--- src/rtl/tdp_arb_pkg.sv ---
// Shared types and helpers for the true-dual-port memory arbiter.
package tdp_arb_pkg;

  localparam int unsigned ARB_ADDR_W = 16;
  localparam int unsigned ARB_DATA_W = 32;

  typedef struct packed {
    logic                  we;
    logic [ARB_ADDR_W-1:0] addr;
    logic [ARB_DATA_W-1:0] wdata;
  } arb_req_t;

  typedef enum logic {
    PORT_A = 1'b0,
    PORT_B = 1'b1
  } port_sel_e;

  // Same cell with at least one write cannot share a cycle across the two ports.
  function automatic logic conflict(input logic [ARB_ADDR_W-1:0] addr0, input logic we0,
                                    input logic [ARB_ADDR_W-1:0] addr1, input logic we1);
    return (addr0 == addr1) && (we0 || we1);
  endfunction

endpackage

--- src/rtl/tdp_arb_rsp_pipe.sv ---
// MEM_LAT-deep {valid, is_read, id} shift register tracking one memory port.
module tdp_arb_rsp_pipe #(
  parameter int MEM_LAT = 1,
  parameter int IDW     = 2
) (
  input  logic           clk,
  input  logic           reset,
  input  logic           in_valid,
  input  logic           in_is_read,
  input  logic [IDW-1:0] in_id,
  output logic           out_valid,
  output logic           out_is_read,
  output logic [IDW-1:0] out_id
);

  logic [MEM_LAT-1:0]          v;
  logic [MEM_LAT-1:0]          rd;
  logic [MEM_LAT-1:0][IDW-1:0] id;

  always_ff @(posedge clk) begin
    if (!reset) begin
      v  <= '0;
      rd <= '0;
      id <= '0;
    end else begin
      v[0]  <= in_valid;
      rd[0] <= in_is_read;
      id[0] <= in_id;
      for (int unsigned s = 1; s < MEM_LAT; s++) begin
        v[s]  <= v[s-1];
        rd[s] <= rd[s-1];
        id[s] <= id[s-1];
      end
    end
  end

  assign out_valid   = v[MEM_LAT-1];
  assign out_is_read = rd[MEM_LAT-1];
  assign out_id      = id[MEM_LAT-1];

endmodule

--- src/rtl/tdp_mem_port_arbiter.sv ---
// Round-robin arbiter sharing a read-first true-dual-port memory among NREQ requesters.
// Optional conflict statistics counter enabled by defining ARB_COLL_STATS_EN.
module tdp_mem_port_arbiter
  import tdp_arb_pkg::*;
#(
  parameter int NREQ    = 3,
  parameter int depth   = 8,
  parameter int width   = 4,
  parameter int MEM_LAT = 1,
  localparam int addrsize = (depth == 1) ? 1 : $clog2(depth)
) (
  input  logic                           clk,
  input  logic                           reset,
  input  logic [NREQ-1:0]                req_valid,
  output logic [NREQ-1:0]                req_ready,
  input  logic [NREQ-1:0]                req_we,
  input  logic [NREQ-1:0][addrsize-1:0]  req_addr,
  input  logic [NREQ-1:0][width-1:0]     req_wdata,
  output logic [NREQ-1:0]                rsp_valid,
  output logic [NREQ-1:0][width-1:0]     rsp_rdata,
  output logic                           weA,
  output logic                           weB,
  output logic [addrsize-1:0]            addressA,
  output logic [addrsize-1:0]            addressB,
  output logic [width-1:0]               data_inA,
  output logic [width-1:0]               data_inB,
  input  logic [width-1:0]               data_outA,
  input  logic [width-1:0]               data_outB
`ifdef ARB_COLL_STATS_EN
  ,
  output logic [15:0]                    coll_count,
  input  logic                           coll_clr
`endif
);

  localparam int IDW = $clog2(NREQ);

  logic [IDW-1:0] ptr;
  logic [IDW-1:0] idx;
  logic           gnt_a, gnt_b;
  logic [IDW-1:0] id_a, id_b;
`ifdef ARB_COLL_STATS_EN
  logic           skip;
`endif

  // Single pass in round-robin order: A takes the first valid, B the next non-conflicting one.
  always_comb begin
    idx   = '0;
    gnt_a = 1'b0;
    gnt_b = 1'b0;
    id_a  = '0;
    id_b  = '0;
`ifdef ARB_COLL_STATS_EN
    skip  = 1'b0;
`endif
    for (int unsigned i = 0; i < NREQ; i++) begin
      idx = IDW'((32'(ptr) + i) % NREQ);
      if (reset && req_valid[idx]) begin
        if (!gnt_a) begin
          gnt_a = 1'b1;
          id_a  = idx;
        end else if (!gnt_b) begin
          if (conflict(ARB_ADDR_W'(req_addr[id_a]), req_we[id_a],
                       ARB_ADDR_W'(req_addr[idx]), req_we[idx])) begin
`ifdef ARB_COLL_STATS_EN
            skip = 1'b1;
`endif
          end else begin
            gnt_b = 1'b1;
            id_b  = idx;
          end
        end
      end
    end
  end

  always_comb begin
    req_ready = '0;
    if (gnt_a) req_ready[id_a] = 1'b1;
    if (gnt_b) req_ready[id_b] = 1'b1;
    weA      = gnt_a && req_we[id_a];
    weB      = gnt_b && req_we[id_b];
    addressA = gnt_a ? req_addr[id_a] : '0;
    addressB = gnt_b ? req_addr[id_b] : '0;
    data_inA = weA ? req_wdata[id_a] : '0;
    data_inB = weB ? req_wdata[id_b] : '0;
  end

  always_ff @(posedge clk) begin
    if (!reset) begin
      ptr <= '0;
    end else if (gnt_a) begin
      ptr <= IDW'((32'(gnt_b ? id_b : id_a) + 32'd1) % NREQ);
    end
  end

  logic           pv  [2];
  logic           prd [2];
  logic [IDW-1:0] pid [2];

  tdp_arb_rsp_pipe #(.MEM_LAT(MEM_LAT), .IDW(IDW)) u_pipe_a (
    .clk        (clk),
    .reset      (reset),
    .in_valid   (gnt_a),
    .in_is_read (gnt_a && !req_we[id_a]),
    .in_id      (id_a),
    .out_valid  (pv[PORT_A]),
    .out_is_read(prd[PORT_A]),
    .out_id     (pid[PORT_A])
  );

  tdp_arb_rsp_pipe #(.MEM_LAT(MEM_LAT), .IDW(IDW)) u_pipe_b (
    .clk        (clk),
    .reset      (reset),
    .in_valid   (gnt_b),
    .in_is_read (gnt_b && !req_we[id_b]),
    .in_id      (id_b),
    .out_valid  (pv[PORT_B]),
    .out_is_read(prd[PORT_B]),
    .out_id     (pid[PORT_B])
  );

  // Pipeline flops are the registered source; gating by reset drops in-flight reads immediately.
  always_comb begin
    rsp_valid = '0;
    rsp_rdata = '0;
    if (reset) begin
      if (pv[PORT_A] && prd[PORT_A]) begin
        rsp_valid[pid[PORT_A]] = 1'b1;
        rsp_rdata[pid[PORT_A]] = data_outA;
      end
      if (pv[PORT_B] && prd[PORT_B]) begin
        rsp_valid[pid[PORT_B]] = 1'b1;
        rsp_rdata[pid[PORT_B]] = data_outB;
      end
    end
  end

`ifdef ARB_COLL_STATS_EN
  always_ff @(posedge clk) begin
    if (!reset || coll_clr) begin
      coll_count <= '0;
    end else if (skip && (coll_count != 16'hFFFF)) begin
      coll_count <= coll_count + 16'd1;
    end
  end
`endif

endmodule
--- config.mk ---
export PLATFORM = sky130hd
export DESIGN_NAME = tdp_mem_port_arbiter
export DESIGN_NICKNAME = d
export VERILOG_FILES = /design/src/rtl/tdp_arb_pkg.sv /design/src/rtl/tdp_arb_rsp_pipe.sv /design/src/rtl/tdp_mem_port_arbiter.sv
export SDC_FILE = /design/constraint.sdc
export NUM_CORES = 1
export LEC_CHECK = 0
export CORE_UTILIZATION = 49
export CTS_CLUSTER_SIZE = 12
export DETAILED_ROUTE_END_ITERATION = 10
export GPL_ROUTABILITY_DRIVEN = 0
export PLACE_DENSITY = 0.87
export SKIP_CTS_REPAIR_TIMING = 1
export SLEW_MARGIN = 20
export SYNTH_ARGS = -nofsm -noshare
export SYNTH_HDL_FRONTEND = slang
export SYNTH_SLANG_ARGS = --single-unit
--- constraint.sdc ---
create_clock -name clk -period 7.4 [get_ports clk]
set_input_delay 1.85 -clock clk [delete_from_list [all_inputs] [get_ports clk]]
set_output_delay 1.85 -clock clk [all_outputs]
set_load 0.01 [all_outputs]
# Word level (Yosys, flattened, before mapping)
# Index checks and enable logic that the tools add are counted.
# totals
ff_bits	10
input_bits	37
out_inout_bits	34
# op_classes
addsub	3
div_mod_pow	4
magnitude_cmp	13
eq_ne	2
n_mux	84
bitwise_logic	3
reduce_logical	19
# ops
op	count
$mod 32x2->32 const B	3
$mux 12	4
$mux 3	14
$bmux 3 s2	6
$mod 2x2->32 const B	1
$lt 2x3->1 const B	9
$mux 2	13
$mux 4	6
$mux 1	23
$bmux 1 s2	9
$bmux 4 s2	2
$demux 4 s2	2
$logic_and 1x1->1	15
$and 12x12->12	1
$bwmux 12	1
$demux 1 s2	4
$ge 2x1->1 const B	4
$add 2x1->3 const B	2
$eq 3x3->1	2
$or 3x3->3	2
$add 2x2->3 const B	1
$logic_not 1->1	2
$logic_or 1x1->1	2

# Logic depth before layout (Yosys ltp)
# Gate-level depths: netlist (run 1).
# depth
ltp_word	22
ltp_mapped	17
ltp_nobuf	15

# By module
# A second synthesis (run 1) with hierarchy kept.
# unflattened
cells_unflattened	327
area_unflattened_um2	2331.0
# modules_own_cells
module	instances	cells_each	area_per_inst_um2	seq_area_each_um2
tdp_mem_port_arbiter	1	311	2120.8	40.0
tdp_arb_rsp_pipe	2	8	105.1	80.1

# Worst setup path after synthesis (run 1)
# No wires, ideal clock.
# synth_path
path_type	input -> output
startpoint	input port req_valid[1]
endpoint	output port data_inB[0]
t_arrival_ps	4192
t_required_ps	5550
slack_ps	1358
stages	11
path_buffers	1
path_cell_list	buf_2 a21oi_2 a221oi_4 o22ai_2 mux2i_1 mux2i_1 nand4_1 o21ai_2 a311oi_1 a211o_2 a211oi_2
# synth_between
elab_chain_cells	19
word_cells_on_any_way	48
classes_between	2 x eq/ne; 38 x mux; 8 x reduce/logical
# synth_rtl
element	line_no	text
start: declaration	tdp_mem_port_arbiter.sv:14	input logic [NREQ-1:0] req_valid,
$bmux 1 s2	tdp_mem_port_arbiter.sv:58	if (reset && req_valid[idx]) begin
$mux 1 (not written as such)	tdp_mem_port_arbiter.sv:58	
$logic_and 1x1->1	tdp_mem_port_arbiter.sv:58	
$mux 2	tdp_mem_port_arbiter.sv:58	
$bmux 3 s2 / $bmux 1 s2 (equally long branches)	tdp_mem_port_arbiter.sv:63	if (conflict(ARB_ADDR_W'(req_addr[id_a]), req_we[id_a],
$mux 3 (not written as such) / $mux 1 (equally long branches)	tdp_mem_port_arbiter.sv:63	
$eq 3x3->1 / $logic_or 1x1->1 (equally long branches)	tdp_arb_pkg.sv:21	return (addr0 == addr1) && (we0 || we1);
$logic_and 1x1->1	tdp_arb_pkg.sv:21	
[3 not listed]	n/a	
$mux 2	tdp_mem_port_arbiter.sv:63	
$mux 2	tdp_mem_port_arbiter.sv:62	end else if (!gnt_b) begin
$mux 2	tdp_mem_port_arbiter.sv:59	if (!gnt_a) begin
$mux 2	tdp_mem_port_arbiter.sv:58	
$bmux 1 s2	tdp_mem_port_arbiter.sv:82	weB = gnt_b && req_we[id_b];
$mux 1 (not written as such)	tdp_mem_port_arbiter.sv:82	
$logic_and 1x1->1	tdp_mem_port_arbiter.sv:82	
$mux 4 (*)	tdp_mem_port_arbiter.sv:86	data_inB = weB ? req_wdata[id_b] : '0;
end: declaration	tdp_mem_port_arbiter.sv:26	output logic [width-1:0] data_inB,
# Mark *: on every way between the ends. The rest lies on a longest branch, timed or not. The select of a mux whose other input is x is not followed.

# Worst setup path after layout (run 1)
# layout_path
startpoint	input port req_valid[1]
endpoint	output port addressB[1]
# layout_between
elab_chain_cells	18
word_cells_on_any_way	45
classes_between	2 x eq/ne; 36 x mux; 7 x reduce/logical
# layout_rtl
element	line_no	text
$bmux 1 s2	tdp_mem_port_arbiter.sv:58	
$mux 1 (not written as such)	tdp_mem_port_arbiter.sv:58	
$logic_and 1x1->1	tdp_mem_port_arbiter.sv:58	
$mux 2	tdp_mem_port_arbiter.sv:58	
$bmux 3 s2 / $bmux 1 s2 (equally long branches)	tdp_mem_port_arbiter.sv:63	
$mux 3 (not written as such) / $mux 1 (equally long branches)	tdp_mem_port_arbiter.sv:63	
$eq 3x3->1 / $logic_or 1x1->1 (equally long branches)	tdp_arb_pkg.sv:21	
$logic_and 1x1->1	tdp_arb_pkg.sv:21	
[2 not listed]	n/a	
$mux 2	tdp_mem_port_arbiter.sv:58	
$mux 2	tdp_mem_port_arbiter.sv:63	
$mux 2	tdp_mem_port_arbiter.sv:62	
$mux 2	tdp_mem_port_arbiter.sv:59	
$mux 2	tdp_mem_port_arbiter.sv:58	
$bmux 3 s2	tdp_mem_port_arbiter.sv:84	addressB = gnt_b ? req_addr[id_b] : '0;
$mux 3 (not written as such)	tdp_mem_port_arbiter.sv:84	
$mux 3 (*)	tdp_mem_port_arbiter.sv:84	
end: declaration	tdp_mem_port_arbiter.sv:24	output logic [addrsize-1:0] addressB,
# Marked as above.

==> results of run 1 <==
[area by class of cell]
| class | instances | area [µm²] | share of cell area, % |
|---|---|---|---|
| multi-input cells | 243 | 1600 | 58.11 |
| flip-flops and latches | 10 | 200.2 | 7.269 |
| clock buffers | 4 | 55.05 | 1.999 |
| inverters | 16 | 60.06 | 2.181 |
| repair buffers | 80 | 778.2 | 28.26 |
| well taps | 48 | 60.06 | 2.181 |
[layout by cell type (no fill, tap or decap), types with 3 or more instances in the layout]
cell,count
a211oi_2,4
a21o_1,4
a21oi_1,21
a22oi_1,5
a31oi_1,3
and2_1,4
buf_4,10
clkbuf_8,4
clkdlybuf4s50_1,69
dfxtp_1,10
ha_1,4
inv_1,14
mux2i_1,37
nand2_1,34
nand3_1,8
nand4b_1,3
nor2_1,46
nor2b_1,7
nor3_1,4
o211ai_1,3
o21ai_0,11
o21ai_2,3
o22ai_1,6
[worst register-to-register path: stages (launching register included)]
cell and delay (ps):
dfxtp_1 330, inv_1 60, ha_1 710, and3b_1 400
nor2_1 120, o22ai_4 270, mux2i_1 250, mux2i_1 210
nand4_1 190, o211a_1 270, nor2_1 190, buf_4 180
inv_1 100, a21oi_1 150, ha_1 250, mux2i_1 130
nor2_1 60
[Yosys cell counts, types with 2 or more instances]
cell / instances / area share, %
a211oi_2: 4 / 2.6
a21o_1: 4 / 1.5
a21oi_1: 21 / 5.4
a22oi_1: 5 / 1.9
a311oi_1: 2 / 0.90
a31oi_1: 3 / 0.97
and2_1: 4 / 1.3
and4b_1: 2 / 1.0
buf_2: 5 / 1.3
buf_4: 2 / 0.77
buf_6: 2 / 1.2
clkbuf_1: 6 / 1.2
dfxtp_1: 10 / 10
ha_1: 4 / 2.6
inv_1: 14 / 2.7
inv_2: 2 / 0.39
mux2_2: 2 / 1.2
mux2i_1: 37 / 19
nand2_1: 34 / 6.6
nand3_1: 8 / 2.1
nand4_1: 2 / 0.64
nand4b_1: 3 / 1.4
nor2_1: 46 / 8.9
nor2b_1: 7 / 2.3
nor3_1: 4 / 1.0
o211ai_1: 3 / 1.2
o21ai_0: 11 / 2.8
o21ai_1: 2 / 0.52
o21ai_2: 3 / 1.4
o22ai_1: 6 / 1.9
xnor2_1: 2 / 0.90
[metrics by stage]
stage / power, mW / hold slack (ps)
after floorplan: 0.5009 / 490.5
after global placement: 0.6999 / 514.3
after detailed placement: 0.7135 / 534.6
after CTS: 0.7879 / 545.8
after global routing: 0.8581 / 592.9
final: 0.7980 / 543.2
[cells by family after synthesis]
group / Yosys count / share of synthesized area [%]
simple gates: 118 / 28.67
xor+xnor: 2 / 0.9022
flops: 10 / 10.31
fa+ha+maj: 4 / 2.577
mux: 39 / 20.23
compound gates: 80 / 29.64
buf+inv: 32 / 7.667
[registers in the layout, summed over array words and instances, names as in the netlist]
register and cells:
u_pipe_b.out_valid 1, ptr 2, u_pipe_b.out_is_read 1, u_pipe_b.out_id 2, u_pipe_a.out_is_read 1, u_pipe_a.out_id 2, u_pipe_a.out_valid 1
[path summary, 6_finish.rpt]
path	start	end	slack, ps	depth (start not counted)
max reg2reg	ptr[0]	ptr[0]	3420	16
max	req_valid[1]	addressB[1]	260	14
min	ptr[1]	ptr[1]	540	2
min reg2reg	ptr[1]	ptr[1]	540	2
[per-layer routing]
metal  vias up  GRT usage, %
li1       1174             -
met1      1079         37.96
met2       135         47.66
met3         8         6.338
met4         0         6.667
met5         -             0
[power breakdown]
group	internal [mW]	switching, mW	total (mW)
combinational	0.292	0.353	0.645
sequential	0.0742	0.0109	0.0851
clock	0.0468	0.0216	0.0683
==> reports/results.ini, run 1 <==
[detailed_routing]
drtPass1Iterations = 4
drc_errors = 0
viasPerCell = 5.975
wire_per_inst_um = 14.94
first_iter_violations = 156
dr_wl_met3_um = 593
ant_nets = 0
routed_wl_um = 5991
vias = 2396
drt-met1-wl_um = 2556
highest_layer = met4
dr_wl_met2_um = 2792

[placed_design]
place_inst = 397
placed_area_um2 = 2689
place_ws_ps = 219.3
place_hpwl_um = 4593
port_buffers = 70

[sta]
setup_tns_ps = 0
fin_crit_ps = 7143
finalSetupViolCount = 0
fin_ws_ps = 257.1
tightest_slew_ps = 917.3
skew_ps = 2.967
fin_crit_sh_pct = 96.53
fmax_mhz = 140.0
drv_slew = 0
slew_headroom_pct = 38.38
hold_viol_final = 0
rsz0062_at_grt = no

[floorplan]
die_area_um2 = 4219
dieHeight_um = 64.95
core_area_um2 = 3744
io_pins = 71
start_util_pct = 51.87
die_w_um = 64.95
rows = 22

[layout]
layoutNonFillerInstCount = 401
design_area_um2 = 2754
n_fill_cell = 321
finalNetCount = 395
synthToLayoutAreaGrowth_pct = 41.82
fin_util_pct = 73.56
n_antenna_cell = 0
drive_gt1_share_pct = 9.632

[cts]
clock_latency_ps = 240
cts_sinks = 10
clock_path_buffers = 2
root_buffer = clkbuf_8
clkTransAtPathRegs_ps = 50
tritoncts = done
cts_inserted_buffers = 3
cts.htree.levels = 1

[power]
ir_worst_vdd_v = 0.0001872
power.leakage_nw = 1.161
powerDensity_nw_per_um2 = 289.8

[synthesis]
syn_nets = 326
syn-instance-count = 285
synth_edf_count = 0
synth_cell_types = 56
synth_area_um2 = 1942
synth_seq_cells = 10
ys_warn_count = 0
ys_seq_area_share_pct = 10.31
syn_area_per_cell_um2 = 6.814
synth_top_flop_cell = dfxtp_1
ys_async_sr_fraction_pct = 0

[global_routing]
grt_pass1_vias = 2083
gr-total-overflow = 0
grt_pass1_wl_um = 9673
grt_max_degree = 23
track_usage_pct = 28.94
antenna_found_initial = 0

[worst_setup_path]
worst-path-max-fanout = 7
critPathTopFamily = buffers and inverters
cp-start-kind = input pin
crit_buf_inv = 4
critPathSlowestCell = clkdlybuf4s50_1
cp_cell_sequence = clkdlybuf4s50_1, buf_4, and4b_1, o21ai_0, o211ai_1, o221a_1, and4b_1, or2_1, o211a_1, nor2_1, buf_4, nand2_1, o21ai_0, clkdlybuf4s50_1
worst_ep_arrival_time_ps = 5290
critPathCaptureType = output port
path_class = input pin to output port
cp.required_ps = 5550
cpPeakStageDelay_ps = 590

[run_status]
status = finished, final reports clean

[flow_run]
cap_viol_max_count = 0

[min_path]
hp-class = register to register

No activity file was read; power rests on OpenSTA's default activity.
==> run 2, diff against run 1 <==
--- a/config.mk
+++ b/config.mk
@@ -8,9 +8,10 @@
 export CORE_UTILIZATION = 49
 export CTS_CLUSTER_SIZE = 12
 export DETAILED_ROUTE_END_ITERATION = 10
-export GPL_ROUTABILITY_DRIVEN = 0
 export PLACE_DENSITY = 0.87
+export RECOVER_POWER = 25
 export SKIP_CTS_REPAIR_TIMING = 1
+export SKIP_LAST_GASP = 1
 export SLEW_MARGIN = 20
 export SYNTH_ARGS = -nofsm -noshare
 export SYNTH_HDL_FRONTEND = slang
==> run 2 against run 1 <==
Hold slack improved by 40 ps. Register-to-register slack barely moved. Wire length rose by 3.6%. Final area barely moved. Critical path type unchanged.
==> reports/results.ini, run 2 (same netlist as run 1, synthesis figures left out) <==
[sta]
tightest_slew_ps = 829.7  ; was 917.3 ps
whs_ps = 582.8  ; was 543.2 ps
drv_slew = 0  ; unchanged
hold_viol_final = 0  ; unchanged
fin_crit_sh_pct = 97.50  ; was 96.53%
setup_tns_ps = 0  ; unchanged
fin_ws_ps = 185.0  ; was 257.1 ps
fin_crit_ps = 7215  ; was 7143 ps
rsz0062_at_grt = no  ; unchanged
finalSetupViolCount = 0  ; unchanged
fmax_mhz = 138.6  ; was 140.0 MHz
slew_headroom_pct = 44.26  ; was 38.38%
skew_ps = 6.152  ; was 2.967 ps

[min_path]
hp-class = register to register  ; unchanged
whs_endpoint = ptr[1]  ; unchanged
hold_depth = 2  ; unchanged
worstHoldStart = ptr[1]  ; unchanged

[flow_run]
cap_viol_max_count = 0  ; unchanged

[detailed_routing]
viasPerCell = 5.968  ; was 5.975
routed_wl_um = 6205  ; was 5991 µm
vias = 2405  ; was 2396
ant_nets = 0  ; unchanged
wire_per_inst_um = 15.40  ; was 14.94 µm
drc_errors = 0  ; unchanged
first_iter_violations = 185  ; was 156
drtPass1Iterations = 4  ; unchanged

[cts]
clock_latency_ps = 240  ; about the same
clock_path_buffers = 2  ; unchanged
clkTransAtPathRegs_ps = 60  ; was 50 ps
tritoncts = done  ; unchanged
cts_inserted_buffers = 3  ; unchanged
cts_sinks = 10  ; unchanged
root_buffer = clkbuf_8  ; unchanged
cts.htree.levels = 1  ; unchanged

[layout]
fin_util_pct = 73.63  ; was 73.56%
synthToLayoutAreaGrowth_pct = 41.95  ; was 41.82%
finalNetCount = 397  ; was 395
n_antenna_cell = 0  ; unchanged
design_area_um2 = 2756  ; was 2754 µm²
mostFrequentLayoutCell = clkdlybuf4s50_1  ; unchanged
final_cell_mix = clkdlybuf4s50_1 (67), nor2_1 (46), mux2i_1 (37)  ; was clkdlybuf4s50_1 (69), nor2_1 (46), mux2i_1 (37)
layoutNonFillerInstCount = 403  ; was 401
drive_gt1_share_pct = 9.859  ; was 9.632%

[global_routing]
gr-total-overflow = 0  ; unchanged
grt_pass1_wl_um = 9977  ; was 9673 µm
grt_max_degree = 23  ; unchanged
track_usage_pct = 29.76  ; was 28.94%
antenna_found_initial = 0  ; unchanged
grt_pass1_vias = 2127  ; was 2083

[placed_design]
place_hpwl_um = 4814  ; was 4593 µm
gp_congestion = 0.9660
port_buffers = 70  ; unchanged
place_ws_ps = 132.7  ; was 219.3 ps
place_inst = 398  ; was 397
placed_area_um2 = 2696  ; was 2689 µm²

[worst_setup_path]
worst_ep_arrival_time_ps = 5370  ; was 5290 ps
worst-path-max-fanout = 5  ; was 7
rr_worst_depth = 17  ; was 16
critPathCaptureType = output port  ; unchanged
cp.required_ps = 5550  ; about the same
crit-reg2reg-capture = ptr[0]  ; unchanged
r2r_start = ptr[1]  ; was ptr[0]
r2r_slack_ps = 3420  ; about the same
path_class = input pin to output port  ; unchanged
cp-start-kind = input pin  ; unchanged

[power]
powerDensity_nw_per_um2 = 290.7  ; was 289.8 nW/µm²
totalPowerFinal_uw = 801.4  ; was 798.0 µW
ir_worst_vdd_v = 0.0002408  ; was 0.0001872 V
power.leakage_nw = 1.166  ; was 1.161 nW

[run_status]
status = finished, final reports clean  ; unchanged

[floorplan]
start_util_pct = 51.87  ; unchanged
io_pins = 71  ; unchanged
die_area_um2 = 4219  ; unchanged
die_w_um = 64.95  ; unchanged
core_area_um2 = 3744  ; unchanged
dieHeight_um = 64.95  ; unchanged
rows = 22  ; unchanged

run 2: critical path, cell delays in order:
cell,delay (ps)
clkdlybuf4s50_1,550
nand2b_2,140
a221oi_4,400
o22ai_4,140
buf_4,170
mux2i_1,110
o21ai_0,200
nand4_1,210
o21ai_2,250
a311oi_1,140
a211o_2,420
a211oi_2,190
clkdlybuf4s50_1,600
run 2: final cells by class:
type | count | area [µm²]
clock buffer | 4 | 55.05
timing repair buffer | 82 | 784.5
tap | 48 | 60.06
fill | 330 | 987.2
multi-input combinational | 243 | 1597
sequential | 10 | 200.2
inverter | 16 | 60.06
run 2: worst max path at each step:
stage | to | cells past startpoint | startpoint
after floorplan | data_inB[0] | 11 | req_valid[1]
after global placement | data_inB[1] | 12 | reset
after detailed placement | data_inB[2] | 12 | reset
after CTS | data_inB[2] | 12 | reset
after global routing | data_inB[2] | 13 | req_valid[2]
final | data_inB[2] | 13 | req_valid[2]
run 2: power by group:
group / total, mW / internal (mW) / switching, mW
Clock: 0.0715 / 0.0470 / 0.0245
Sequential: 0.0851 / 0.0740 / 0.0111
Combinational: 0.645 / 0.293 / 0.352
Total: 0.801 / 0.414 / 0.387
run 2: layer usage:
metal / vias to the layer above / wire (µm) / track usage [%]
met3: 0 / 521 / 6.690
met4: 0 / 0 / 1.944
met5: - / 0 / 0
met2: 117 / 3030 / 52.99
met1: 1114 / 2653 / 37.58
li1: 1174 / - / -
